### config.mk
export PLATFORM = sky130hd
export DESIGN_NAME = branch_predictor_btb
export DESIGN_NICKNAME = d
export VERILOG_FILES = /design/src/rtl/branch_predictor_btb_pkg.sv /design/src/rtl/branch_predictor_btb_sat_counter.sv /design/src/rtl/branch_predictor_btb.sv
export SDC_FILE = /design/constraint.sdc
export NUM_CORES = 1
export LEC_CHECK = 0
export CELL_PAD_IN_SITES_DETAIL_PLACEMENT = 0
export CELL_PAD_IN_SITES_GLOBAL_PLACEMENT = 2
export CORE_MARGIN = 2
export CORE_UTILIZATION = 23
export DETAILED_ROUTE_END_ITERATION = 7
export PLACE_DENSITY_LB_ADDON = 0.1
export SLEW_MARGIN = 20
export SYNTH_ARGS = -nofsm -noshare
export SYNTH_HDL_FRONTEND = slang
export SYNTH_SLANG_ARGS = --single-unit
### constraint.sdc
create_clock -name clk -period 6.25 [get_ports clk]
set_input_delay 1.25 -clock clk [delete_from_list [all_inputs] [get_ports clk]]
set_output_delay 1.25 -clock clk [all_outputs]
set_load 0.02 [all_outputs]
### src/rtl/branch_predictor_btb_pkg.sv
// Shared definitions for the BTB branch predictor.
// Holds the 2-bit counter encodings, the counter values used at reset and on
// allocation, the default index width, and the F->D->E pipeline payload type.
package branch_predictor_btb_pkg;

  localparam int IDX_W_DEFAULT = 4;

  typedef enum logic [1:0] {
    CTR_STRONG_NT = 2'b00,
    CTR_WEAK_NT   = 2'b01,
    CTR_WEAK_T    = 2'b10,
    CTR_STRONG_T  = 2'b11
  } ctr_t;

  localparam ctr_t CTR_RESET = CTR_WEAK_NT;
  localparam ctr_t CTR_ALLOC = CTR_WEAK_T;

  // Lookup result carried alongside the instruction from fetch to execute.
  typedef struct packed {
    logic hit;
    logic pred;
  } pipe_t;

endpackage

### src/rtl/branch_predictor_btb_sat_counter.sv
// btb_sat_counter: next-state logic for a 2-bit saturating direction counter.
// Ports:
//   ctr      - current counter value
//   taken    - resolved branch outcome (1 = taken)
//   ctr_next - counter after the update (saturates at 00 and 11)
module btb_sat_counter
  import branch_predictor_btb_pkg::*;
(
  input  ctr_t ctr,
  input  logic taken,
  output ctr_t ctr_next
);

  always_comb begin
    ctr_next = ctr;
    if (taken) begin
      if (ctr != CTR_STRONG_T) ctr_next = ctr_t'(ctr + 2'd1);
    end else begin
      if (ctr != CTR_STRONG_NT) ctr_next = ctr_t'(ctr - 2'd1);
    end
  end

endmodule

### src/rtl/branch_predictor_btb.sv
// branch_predictor_btb: direct-mapped branch target buffer with 2-bit
// direction counters, a two-stage F->D->E hit/prediction pipeline and a
// saturating misprediction counter.
// Ports:
//   clk, rst_n            - clock, asynchronous active-low reset
//   pc_F                  - fetch PC looked up combinationally
//   stall, flush          - hazard controls for the F->D and D->E registers
//   branch_E, bne_E       - a conditional branch resolves in EX
//   pc_E, real_Value_E    - resolving PC and its actual outcome
//   target_E              - actual taken target
//   prediction_F          - predict taken for pc_F
//   predicted_target_F    - BTB target for pc_F, 0 on a miss
//   prediction_E, hit_E   - lookup result that travelled with the EX instruction
//   mispredict_count      - saturating count of mispredictions
module branch_predictor_btb
  import branch_predictor_btb_pkg::*;
#(
  parameter int PC_W  = 32,
  parameter int IDX_W = IDX_W_DEFAULT
) (
  input  logic            clk,
  input  logic            rst_n,
  input  logic [PC_W-1:0] pc_F,
  input  logic            stall,
  input  logic            flush,
  input  logic            branch_E,
  input  logic            bne_E,
  input  logic [PC_W-1:0] pc_E,
  input  logic            real_Value_E,
  input  logic [PC_W-1:0] target_E,
  output logic            prediction_F,
  output logic [PC_W-1:0] predicted_target_F,
  output logic            prediction_E,
  output logic            hit_E,
  output logic [15:0]     mispredict_count
);

  localparam int DEPTH = 1 << IDX_W;
  localparam int TAG_W = PC_W - IDX_W;

  logic            valid_reg  [DEPTH];
  logic [TAG_W-1:0] tag_reg   [DEPTH];
  logic [PC_W-1:0] target_reg [DEPTH];
  ctr_t            ctr_reg    [DEPTH];

  pipe_t       d_reg;
  pipe_t       e_reg;
  logic [15:0] mispredict_count_reg;

  // Fetch-side lookup
  logic [IDX_W-1:0] idx_f;
  logic [TAG_W-1:0] tag_f;
  logic             hit_f;
  ctr_t             ctr_f;

  assign idx_f = pc_F[IDX_W-1:0];
  assign tag_f = pc_F[PC_W-1:IDX_W];
  assign ctr_f = ctr_reg[idx_f];
  assign hit_f = valid_reg[idx_f] && (tag_reg[idx_f] == tag_f);

  assign prediction_F       = hit_f && (ctr_f == CTR_WEAK_T || ctr_f == CTR_STRONG_T);
  assign predicted_target_F = hit_f ? target_reg[idx_f] : '0;

  // Execute-side lookup and update decision
  logic [IDX_W-1:0] idx_e;
  logic [TAG_W-1:0] tag_e;
  logic             resolve;
  logic             hit_lookup_e;
  logic             upd_en;
  ctr_t             ctr_upd_e;
  logic             mispredict;

  assign idx_e        = pc_E[IDX_W-1:0];
  assign tag_e        = pc_E[PC_W-1:IDX_W];
  assign resolve      = branch_E | bne_E;
  assign hit_lookup_e = valid_reg[idx_e] && (tag_reg[idx_e] == tag_e);
  // A not-taken miss leaves the table untouched.
  assign upd_en       = resolve && (hit_lookup_e || real_Value_E);

  btb_sat_counter u_sat_counter (
    .ctr      (ctr_reg[idx_e]),
    .taken    (real_Value_E),
    .ctr_next (ctr_upd_e)
  );

  // Uses the prediction that travelled with the instruction, not a fresh lookup.
  assign mispredict = resolve &&
                      ((e_reg.pred != real_Value_E) || (real_Value_E && !e_reg.hit));

  for (genvar gi = 0; gi < DEPTH; gi++) begin : g_entry
    always_ff @(posedge clk or negedge rst_n) begin
      if (!rst_n) begin
        valid_reg[gi]  <= 1'b0;
        tag_reg[gi]    <= '0;
        target_reg[gi] <= '0;
        ctr_reg[gi]    <= CTR_RESET;
      end else if (upd_en && (idx_e == IDX_W'(gi))) begin
        if (hit_lookup_e) begin
          ctr_reg[gi] <= ctr_upd_e;
          if (real_Value_E) target_reg[gi] <= target_E;
        end else begin
          valid_reg[gi]  <= 1'b1;
          tag_reg[gi]    <= tag_e;
          target_reg[gi] <= target_E;
          ctr_reg[gi]    <= CTR_ALLOC;
        end
      end
    end
  end

  always_ff @(posedge clk or negedge rst_n) begin
    if (!rst_n) begin
      d_reg                <= '0;
      e_reg                <= '0;
      mispredict_count_reg <= '0;
    end else begin
      if (flush) begin
        d_reg <= '0;
        e_reg <= '0;
      end else if (stall) begin
        // Decode holds its instruction; execute receives a bubble.
        e_reg <= '0;
      end else begin
        d_reg <= pipe_t'{hit: hit_f, pred: prediction_F};
        e_reg <= d_reg;
      end
      if (mispredict && (mispredict_count_reg != 16'hFFFF))
        mispredict_count_reg <= mispredict_count_reg + 16'd1;
    end
  end

  assign hit_E            = e_reg.hit;
  assign prediction_E     = e_reg.pred;
  assign mispredict_count = mispredict_count_reg;

endmodule

# [Word-level counts from Yosys, hierarchy flattened]
# Index checks and enable logic that the tools add are counted.
[word_totals] register_bits=1028 inputBits=103
[classes] add_sub_neg=3 n_lt_le_gt_ge=2 eq_ne=24 n_mux=32 bitwise_logic=4 reduce_logical=61
[op_table] cell="28-bit binary-select mux with 4-bit select" n=2
[op_table] cell="32-bit 2-to-1 mux" n=5
[op_table] cell="32-bit binary-select mux with 4-bit select" n=1
[op_table] cell="28-bit 2-to-1 mux" n=4
[op_table] cell="2-bit AND reduction" n=32
[op_table] cell="28-bit equality test" n=2
[op_table] cell="4-bit equality test (second input constant)" n=8
[op_table] cell="2-bit 2-to-1 mux" n=12
[op_table] cell="1-bit logical AND" n=23
[op_table] cell="16-bit by 1-bit adder with 16-bit output (second input constant)" n=1
[op_table] cell="2-bit binary-select mux with 4-bit select" n=2
[op_table] cell="4-bit by 3-bit equality test with 1-bit output (second input constant)" n=4
[op_table] cell="16-bit inequality test (second input constant)" n=1
[op_table] cell="5-bit >= comparator (second input constant)" n=2
[op_table] cell="4-bit inverter with 5-bit output" n=2
[op_table] cell="1-bit binary-select mux with 4-bit select" n=2
[op_table] cell="4-bit by 2-bit equality test with 1-bit output (second input constant)" n=2
[op_table] cell="2-bit equality test (second input constant)" n=2
[op_table] cell="4-bit by 1-bit equality test with 1-bit output (second input constant)" n=1
[op_table] cell="4-bit zero test" n=1
[op_table] cell="1-bit 2-to-1 mux" n=4
[op_table] cell="2-bit inequality test (second input constant)" n=2
[op_table] cell="1-bit logical OR" n=3
[op_table] cell="2-bit by 1-bit adder with 2-bit output (second input constant)" n=1
[op_table] cell="other kinds (7)" n=7

# [Longest topological paths before layout]
# Gate-level depths: netlist of the first run.
[depth] ltp_word=10 ltp_mapped=18 mapped_depth_nobuf=9

# [Cells and area by module]
# A second synthesis of the first run with hierarchy kept.
[hier_totals] hier_cells=3414 hier_area_um2=52404.0
[modules_own_cells] module="branch_predictor_btb" instances=1 cells_per_inst=3411 area_each_um2=52377.7 seq_area_each_um2=25744.7
[modules_own_cells] module="btb_sat_counter" instances=1 cells_per_inst=3 area_each_um2=26.3 seq_area_each_um2=0.0

# [Worst setup path before layout of the first run]
# Ideal clock, no wire load.
[synth_path] path_type="input to output" start="in pc_F[0]" end="out predicted_target_F[11]" t_arrival_ns=4.803 path_slack_ns=0.197 path_stages=9 n_path_buf=6 path_cell_list="buf_2 > buf_1 > clkbuf_1 > buf_2 > buf_2 > buf_1 > mux4_2 > mux4_2 > nor2b_1"
[synth_via] elab_chain_cells=7 elab_cells_between_ends=13 cone_classes="eq/ne (1); mux (10); bitwise (1); reduce/logical (1)"
[synth_lines] item="start: declaration" line="branch_predictor_btb.sv:23" source="input logic [PC_W-1:0] pc_F,"
[synth_lines] item="4-bit inverter with 5-bit output (implied by the code) (*)" line="branch_predictor_btb.sv:59, branch_predictor_btb.sv:62"
[synth_lines] item="28-bit binary-select mux with 4-bit select" line="branch_predictor_btb.sv:59" source="assign hit_f = valid_reg[idx_f] && (tag_reg[idx_f] == tag_f);"
[synth_lines] item="28-bit 2-to-1 mux (implied by the code) (2 in series)" line="branch_predictor_btb.sv:59"
[synth_lines] item="28-bit equality test" line="branch_predictor_btb.sv:59"
[synth_lines] item="1-bit logical AND" line="branch_predictor_btb.sv:59"
[synth_lines] item="32-bit 2-to-1 mux (*)" line="branch_predictor_btb.sv:62" source="assign predicted_target_F = hit_f ? target_reg[idx_f] : '0;"
[synth_lines] item="end: declaration" line="branch_predictor_btb.sv:32" source="output logic [PC_W-1:0] predicted_target_F,"
# Mark *: on every way between the ends. The rest lies on a longest branch, timed or not. The select of a mux whose other input is x is not followed.

# [Final worst setup path of the first run]
[layout_path] start="in pc_F[3]" end="out predicted_target_F[3]"
# The elaborated chain is that of the path after synthesis.

==> results.md, run 1 <==
* Outcome: complete, no violations
* WS Path Type: input port to output pin
* Final setup viols at 0
* GRT busiest layer: met2
* Max Cap Viol at 0
* Syn nets at 3,695
* Synthesis Warnings at 0
* Max FFs per register at 512
* Die X at 480 um
* #FFs+latches synth at 1,028
* Tcrit/Tclk final at 0.991
* Fin nets at 3,910
* Top cell type's share of synthesized area at 0.486
* Global-route wire length before repair at 290,000 um
* Area grow syn2layout at 22.2%
* Largest net degree at the start of global routing at 148
* Via density per instance at 4.77
* Slowest CP cell: mux4_2
* Initial DRC count at 1,852
* Post-synthesis simple-gate area fraction at 0.0445
* Remaining global-route overflow at 0
* Post-layout minimum cycle time at 6.19 ns
* H-Tree Level Count at 4
* Number of flops mapped to enable cells by yosys at 0
* Die H at 480 um
* Initial core utilization at 0.232
* Delay-heaviest family, CP: buffers and inverters
* Final hold vios at 0
* Worst-Margin Slew at 0.983 ns
* Clk sinks at 1,028
* Clock root buffer: clkbuf_16
* Die ar. at 230,000 um2
* Post-synthesis mux area share at 0.391
* GRT met1 Usage at 0.253
* DRC Markers at 0
* Post-Layout Cell Count at 6,908
* Synth Instances at 3,591
* DP Area at 58,900 um2
* Worst path bufs/invs at 8
* Synth area leaders: dfrtp_1 (49%), mux2_2 (21%), mux4_2 (16%), mux2i_1 (2.1%), clkbuf_1 (1.5%)
* Top cells by count, synth: dfrtp_1 (1,012), mux2_2 (955), mux4_2 (380)
* Largest family of logic cells by synthesized area: multiplexers
* Achievable Freq at 0.161 GHz
* Max incr delay on CP at 0.56 ns
* Placer congestion estimate at 0.765
* Met3 Resource Use GR at 0.0254
* Clock-pin slew on the worst setup and hold paths at 0.05 ns
* Cell with the most instances after synthesis: dfrtp_1
* Sw Share at 0.289
* NetSw at 6.37 mW
* Worst Hold Class: input port to asynchronous set/reset pin
* Post-route ant nets at 0
* Worst Path Max Fanout at 15
* Static Leak at 25.8 nW
* Met2 usage at 0.278
* Vias in the first global route at 35,500
* PD cells at 346 nW/um2
* Floorplan Core Area at 225,000 um2
* Buffer depth of the longest clock path at 3
* CP required at 5.00 ns
* Yosys top cell by area: dfrtp_1
* Clock Latency Late Sink at 0.81 ns
* Fin area at 63,600 um2
* Drt pass-1 iters at 5
* # rows at 174
* Design internal power at 15.7 mW
* Sequential share of the synthesized area at 0.494
* Final setup TNS at 0 ns
* Via count at 33,000
* Final WS setup at 0.0553 ns
* Sequential share of power at 0.421
* Placement Setup Slack at -0.440 ns
* Post-synthesis compound-gate area fraction at 0.0326
* Critical-path cell list: buf_2, buf_4, mux4_2, xnor2_1, nand4_1, buf_4, nor4_2, buf_4, nand4_1, buf_12, buf_12, buf_12, nor2b_1, clkdlybuf4s15_1
* GR Util All Layers at 0.176
* Post-DP HPWL at 127,000 um
* Clk pwr share at 0.372
* Routed wire length per instance at 29.2 um
* CTS tree: done
* Antenna violations before repair at 20
* DRT Wirelength at 202,000 um
* Post-Synth XOR/XNOR Area at 0.00757
* Post-Synth Adder-Cell Area at 0.000432
* Crit path launch type: input port
* Ratio of cells with drive above 1 in the final layout at 0.491
* IO buf count at 153
* Slew Limit Fails at 0
* CP arrival at 4.94 ns
* Cell variety after synth at 64
* Comb pwr share at 0.207
* Synth Flop Type: dfrtp_1
* Inst Count DP at 6,646
* CTS Buf Count at 137
* FFs w/ async S/R, synth at 1.00
* Slew headroom at 0.345
* VDD IR max at 247 uV
* Worst Clk Skew at 0.0478 ns
* Worst Setup End Kind: output pin
* RSZ-0062 raised after global routing: false
* Avg Inst Size Synth at 14.5 um2
* Hold WS at 0.393 ns
* Cell Area, Synth at 52,100 um2
* Num ports at 154
[through the flow]
step                power (mW)  utilization
finish                    22.0        0.283
global route              23.2        0.283
CTS                       22.4        0.283
detailed placement        14.0        0.262
global placement          14.0        0.262
floorplan                 12.2            -
[routing by layer]
| layer | up-vias | wire [um] |
|---|---|---|
| met4 | 12 | 3520 |
| met2 | 534 | 93500 |
| li1 | 14000 | - |
| met1 | 18200 | 98400 |
| met5 | - | 76 |
| met3 | 208 | 6010 |
[path summary, 6_finish.rpt]
check,startpoint,to,slack [ns],cells past startpoint
setup / recovery,pc_F[3],predicted_target_F[3],0.06,14
hold / removal,rst_n,tag_reg[60],0.39,1
setup reg to reg,tag_reg[271],tag_reg[415],1.97,10
hold reg to reg,target_reg[266],target_reg[266],0.47,2
max in group asynchronous,rst_n,target_reg[368],4.31,2
min in group clk,target_reg[266],target_reg[266],0.47,2
[kinds of logic (layout without fill, tap and decap cells)]
family          count (synthesis)  after routing
other cells                     0              5
xor+xnor                       45             45
buf+inv                       359            679
fa+ha+maj                       2              2
flops                        1028           1028
simple gates                  474            474
compound gates                241            241
mux                          1442           1442
[cell usage in the layout, fill, tap and decap left out, types with 12 or more instances in the layout]
cell type / n
xor2_1: 13
nor2_1: 60
clkbuf_8: 23
buf_4: 182
a21oi_1: 27
xnor2_1: 31
nand2_1: 181
mux2i_1: 107
clkbuf_2: 14
o21ai_0: 39
nand2b_1: 12
nand4_1: 20
mux4_2: 380
nor4_1: 16
clkdlybuf4s50_1: 111
inv_1: 26
o22ai_1: 26
buf_12: 72
clkbuf_1: 39
or2_2: 20
a211oi_1: 14
clkinv_2: 18
mux2_2: 955
a211o_1: 12
clkbuf_16: 137
nor2_4: 25
o31ai_1: 14
nor2b_1: 39
dfrtp_1: 1012
nand3_1: 19
nor3_1: 21
o31a_1: 12
a22oi_1: 23
dfstp_2: 16
[cell type report]
type / count / area, um2
clock inverter: 46 / 767
clock buffer: 198 / 3880
inverter: 29 / 114
antenna: 5 / 12.5
multi-input combinational: 2204 / 25100
timing repair buffer: 406 / 4300
sequential: 1028 / 25700
fill: 22700 / 161000
tap: 2992 / 3740
[repair_timing]
item	CTS	global route
setup buffers	3	10
hold buffers	0	0
setup endpoints to repair	32	33
gates resized for setup	80	24
[worst register-to-register path, cell delays in order (launching register included)]
cell,delay [ns]
dfrtp_1,0.44
mux4_2,0.49
mux2_2,0.32
and2_1,0.17
o2111ai_1,0.55
nand2_1,0.34
nor4b_4,0.24
buf_12,0.17
nor3_2,0.76
buf_4,0.35
mux2_2,0.36
[power groups by stage]
| stage | clock network (mW) | logic (mW) | registers (mW) |
|---|---|---|---|
| global placement | 0 | 4.55 | 9.41 |
| CTS | 8.51 | 4.62 | 9.27 |
| floorplan | 0 | 3.20 | 8.95 |
| detailed placement | 0 | 4.60 | 9.38 |
| global route | 8.78 | 4.91 | 9.48 |
| finish | 8.19 | 4.55 | 9.27 |
(Power assumes the default switching activity.)
==> run 2, diff against run 1 <==
--- a/config.mk
+++ b/config.mk
@@ -10,7 +10,7 @@
 export CORE_MARGIN = 2
 export CORE_UTILIZATION = 23
 export DETAILED_ROUTE_END_ITERATION = 7
-export PLACE_DENSITY_LB_ADDON = 0.1
+export PLACE_DENSITY = 0.47
 export SLEW_MARGIN = 20
 export SYNTH_ARGS = -nofsm -noshare
 export SYNTH_HDL_FRONTEND = slang
==> results.md, run 2 (synthesis gave the netlist of run 1 again) <==
* Critical-path cell list: buf_16, buf_12, buf_12, mux4_2, mux4_2, xor2_1, nor4_4, buf_4, nand4_1, buf_6, bufbuf_16, buf_4, nor2_1, buf_4, buf_12
* Clock root buffer: clkbuf_16
* Crit path launch type: input port
* DRT Wirelength at 196,000 um
* Clk pwr share at 0.363
* Placement Setup Slack at -0.556 ns
* Buffer depth of the longest clock path at 3
* Initial DRC count at 2,093
* Largest net degree at the start of global routing at 120
* Routed wire length per instance at 28.4 um
* Worst path bufs/invs at 9
* CP arrival at 4.86 ns
* Post-DP HPWL at 124,000 um
* Sw Share at 0.284
* Tcrit/Tclk final at 0.977
* Fin nets at 3,909
* # rows at 174
* Worst Setup End Kind: output pin
* R2R depth at 10
* Crit path from: pc_F[0]
* Flop2flop setup slack at 2.21 ns
* Clock-pin slew on the worst setup and hold paths at 0.05 ns
* Clk sinks at 1,028
* NetSw at 6.14 mW
* Clock Latency Late Sink at 0.80 ns
* Critical R2R Launch: tag_reg[234]
* Post-route ant nets at 0
* Static Leak at 25.8 nW
* PD cells at 341 nW/um2
* Num ports at 154
* WS Path Type: input port to output pin
* Worst-Margin Slew at 1.04 ns
* RSZ-0062 raised after global routing: false
* Worst Path Max Fanout at 15
* Slew Limit Fails at 0
* Final Util at 0.282
* Post-Layout Cell Count at 6,894
* Global-route wire length before repair at 282,000 um
* Antenna violations before repair at 22
* VDD IR max at 279 uV
* Sequential share of power at 0.427
* Floorplan Core Area at 225,000 um2
* Final WS setup at 0.144 ns
* Achievable Freq at 0.164 GHz
* Via density per instance at 4.80
* Inst Count DP at 6,651
* Post-layout minimum cycle time at 6.11 ns
* Area grow syn2layout at 21.9%
* Max FFs per register at 512
* Via count at 33,100
* CTS tree: done
* Die X at 480 um
* Most frequent cells in the layout: dfrtp_1 (1,012), mux2_2 (955), mux4_2 (380)
* Die ar. at 230,000 um2
* Remaining global-route overflow at 0
* Delay-heaviest family, CP: buffers and inverters
* Comb pwr share at 0.210
* Hold_buf cts at 0
* DRC Markers at 0
* CP required at 5.00 ns
* H-Tree Level Count at 4
* Worst Clk Skew at 0.0392 ns
* IO buf count at 153
* Max incr delay on CP at 0.64 ns
* Placer congestion estimate at 0.776
* Slew headroom at 0.303
* CTS Buf Count at 136
* Commonest non-fill, non-tap cell in the layout: dfrtp_1
* Drt pass-1 iters at 5
* Die H at 480 um
* Reg2Reg Capture Point: tag_reg[368]
* Max Cap Viol at 0
* Design internal power at 15.5 mW
* Initial core utilization at 0.232
* Slowest CP cell: xor2_1
* Outcome: complete, no violations
* Ratio of cells with drive above 1 in the final layout at 0.482
* Vias in the first global route at 35,400
* GR Util All Layers at 0.170
* Final setup viols at 0
* Final hold vios at 0
* Worst Hold Class: input port to asynchronous set/reset pin
[run 2: cell count changes in the layout (fill, tap and decap cells not counted), sizes merged, moves of 3 or more]
cell           change
dlygate4sd2       +29
clkdlybuf4s15     -12
clkbuf            -11
clkinv            -10
buf                -5
clkinvlp           -3
diode              -3
[run 2: worst max path at each step]
stage / end / depth (start not counted)
global placement: predicted_target_F[0] / 11
finish: prediction_F / 15
CTS: prediction_F / 16
detailed placement: predicted_target_F[7] / 12
global route: prediction_F / 16
floorplan: predicted_target_F[11] / 9
[run 2: layout make-up]
cell class | instances | area (um2)
diodes | 2 | 5.00
clock buffers | 200 | 3910
clock inverters | 33 | 492
fillers | 22800 | 161000
inverters | 29 | 114
multi-input cells | 2204 | 25100
flip-flops and latches | 1028 | 25700
well taps | 2992 | 3740
repair buffers | 406 | 4400
[run 2: power groups by stage]
stage	clock, mW	sequential, mW	combinational [mW]
finish	7.87	9.25	4.54
CTS	8.16	9.24	4.60
floorplan	0	8.95	3.20
detailed placement	0	9.35	4.58
global placement	0	9.37	4.52
global route	8.43	9.47	4.90
[run 2: timing repair]
action / in CTS / in global routing
cloned: 1 / 1
endpoints found under the setup margin: 33 / 16
pin swaps: 2 / 2
buffers inserted: 1 / 5
resized for setup: 36 / 10
[run 2: worst register-to-register path, stage by stage (launching register included)]
cell     delay (ns)
dfrtp_1        0.39
mux4_2         0.48
mux4_2         0.49
xnor2_1        0.52
nand3_1        0.16
or4_4          0.52
nor4b_4        0.34
buf_12         0.25
nor3_2         0.17
buf_12         0.25
mux2_2         0.34
[run 2: layer usage]
| metal | global-route usage | up-vias | wire length (um) |
|---|---|---|---|
| met1 | 0.244 | 18200 | 93600 |
| met4 | 0.0388 | 16 | 3760 |
| met5 | 0 | - | 90 |
| met3 | 0.0284 | 225 | 7310 |
| li1 | - | 14000 | - |
| met2 | 0.268 | 627 | 90900 |
[run 2: through the flow]
| stage | hold slack, ns | instance area, um2 | total power, mW | setup TNS (ns) |
|---|---|---|---|---|
| after floorplan | 0.441 | 52100 | 12.2 | 0 |
| after global placement | 0.461 | 58900 | 13.9 | -14.28 |
| after detailed placement | 0.462 | 58900 | 13.9 | -16.40 |
| after CTS | 0.334 | 63300 | 22.0 | 0 |
| after global routing | 0.369 | 63500 | 22.8 | 0 |
| final | 0.383 | 63500 | 21.7 | 0 |
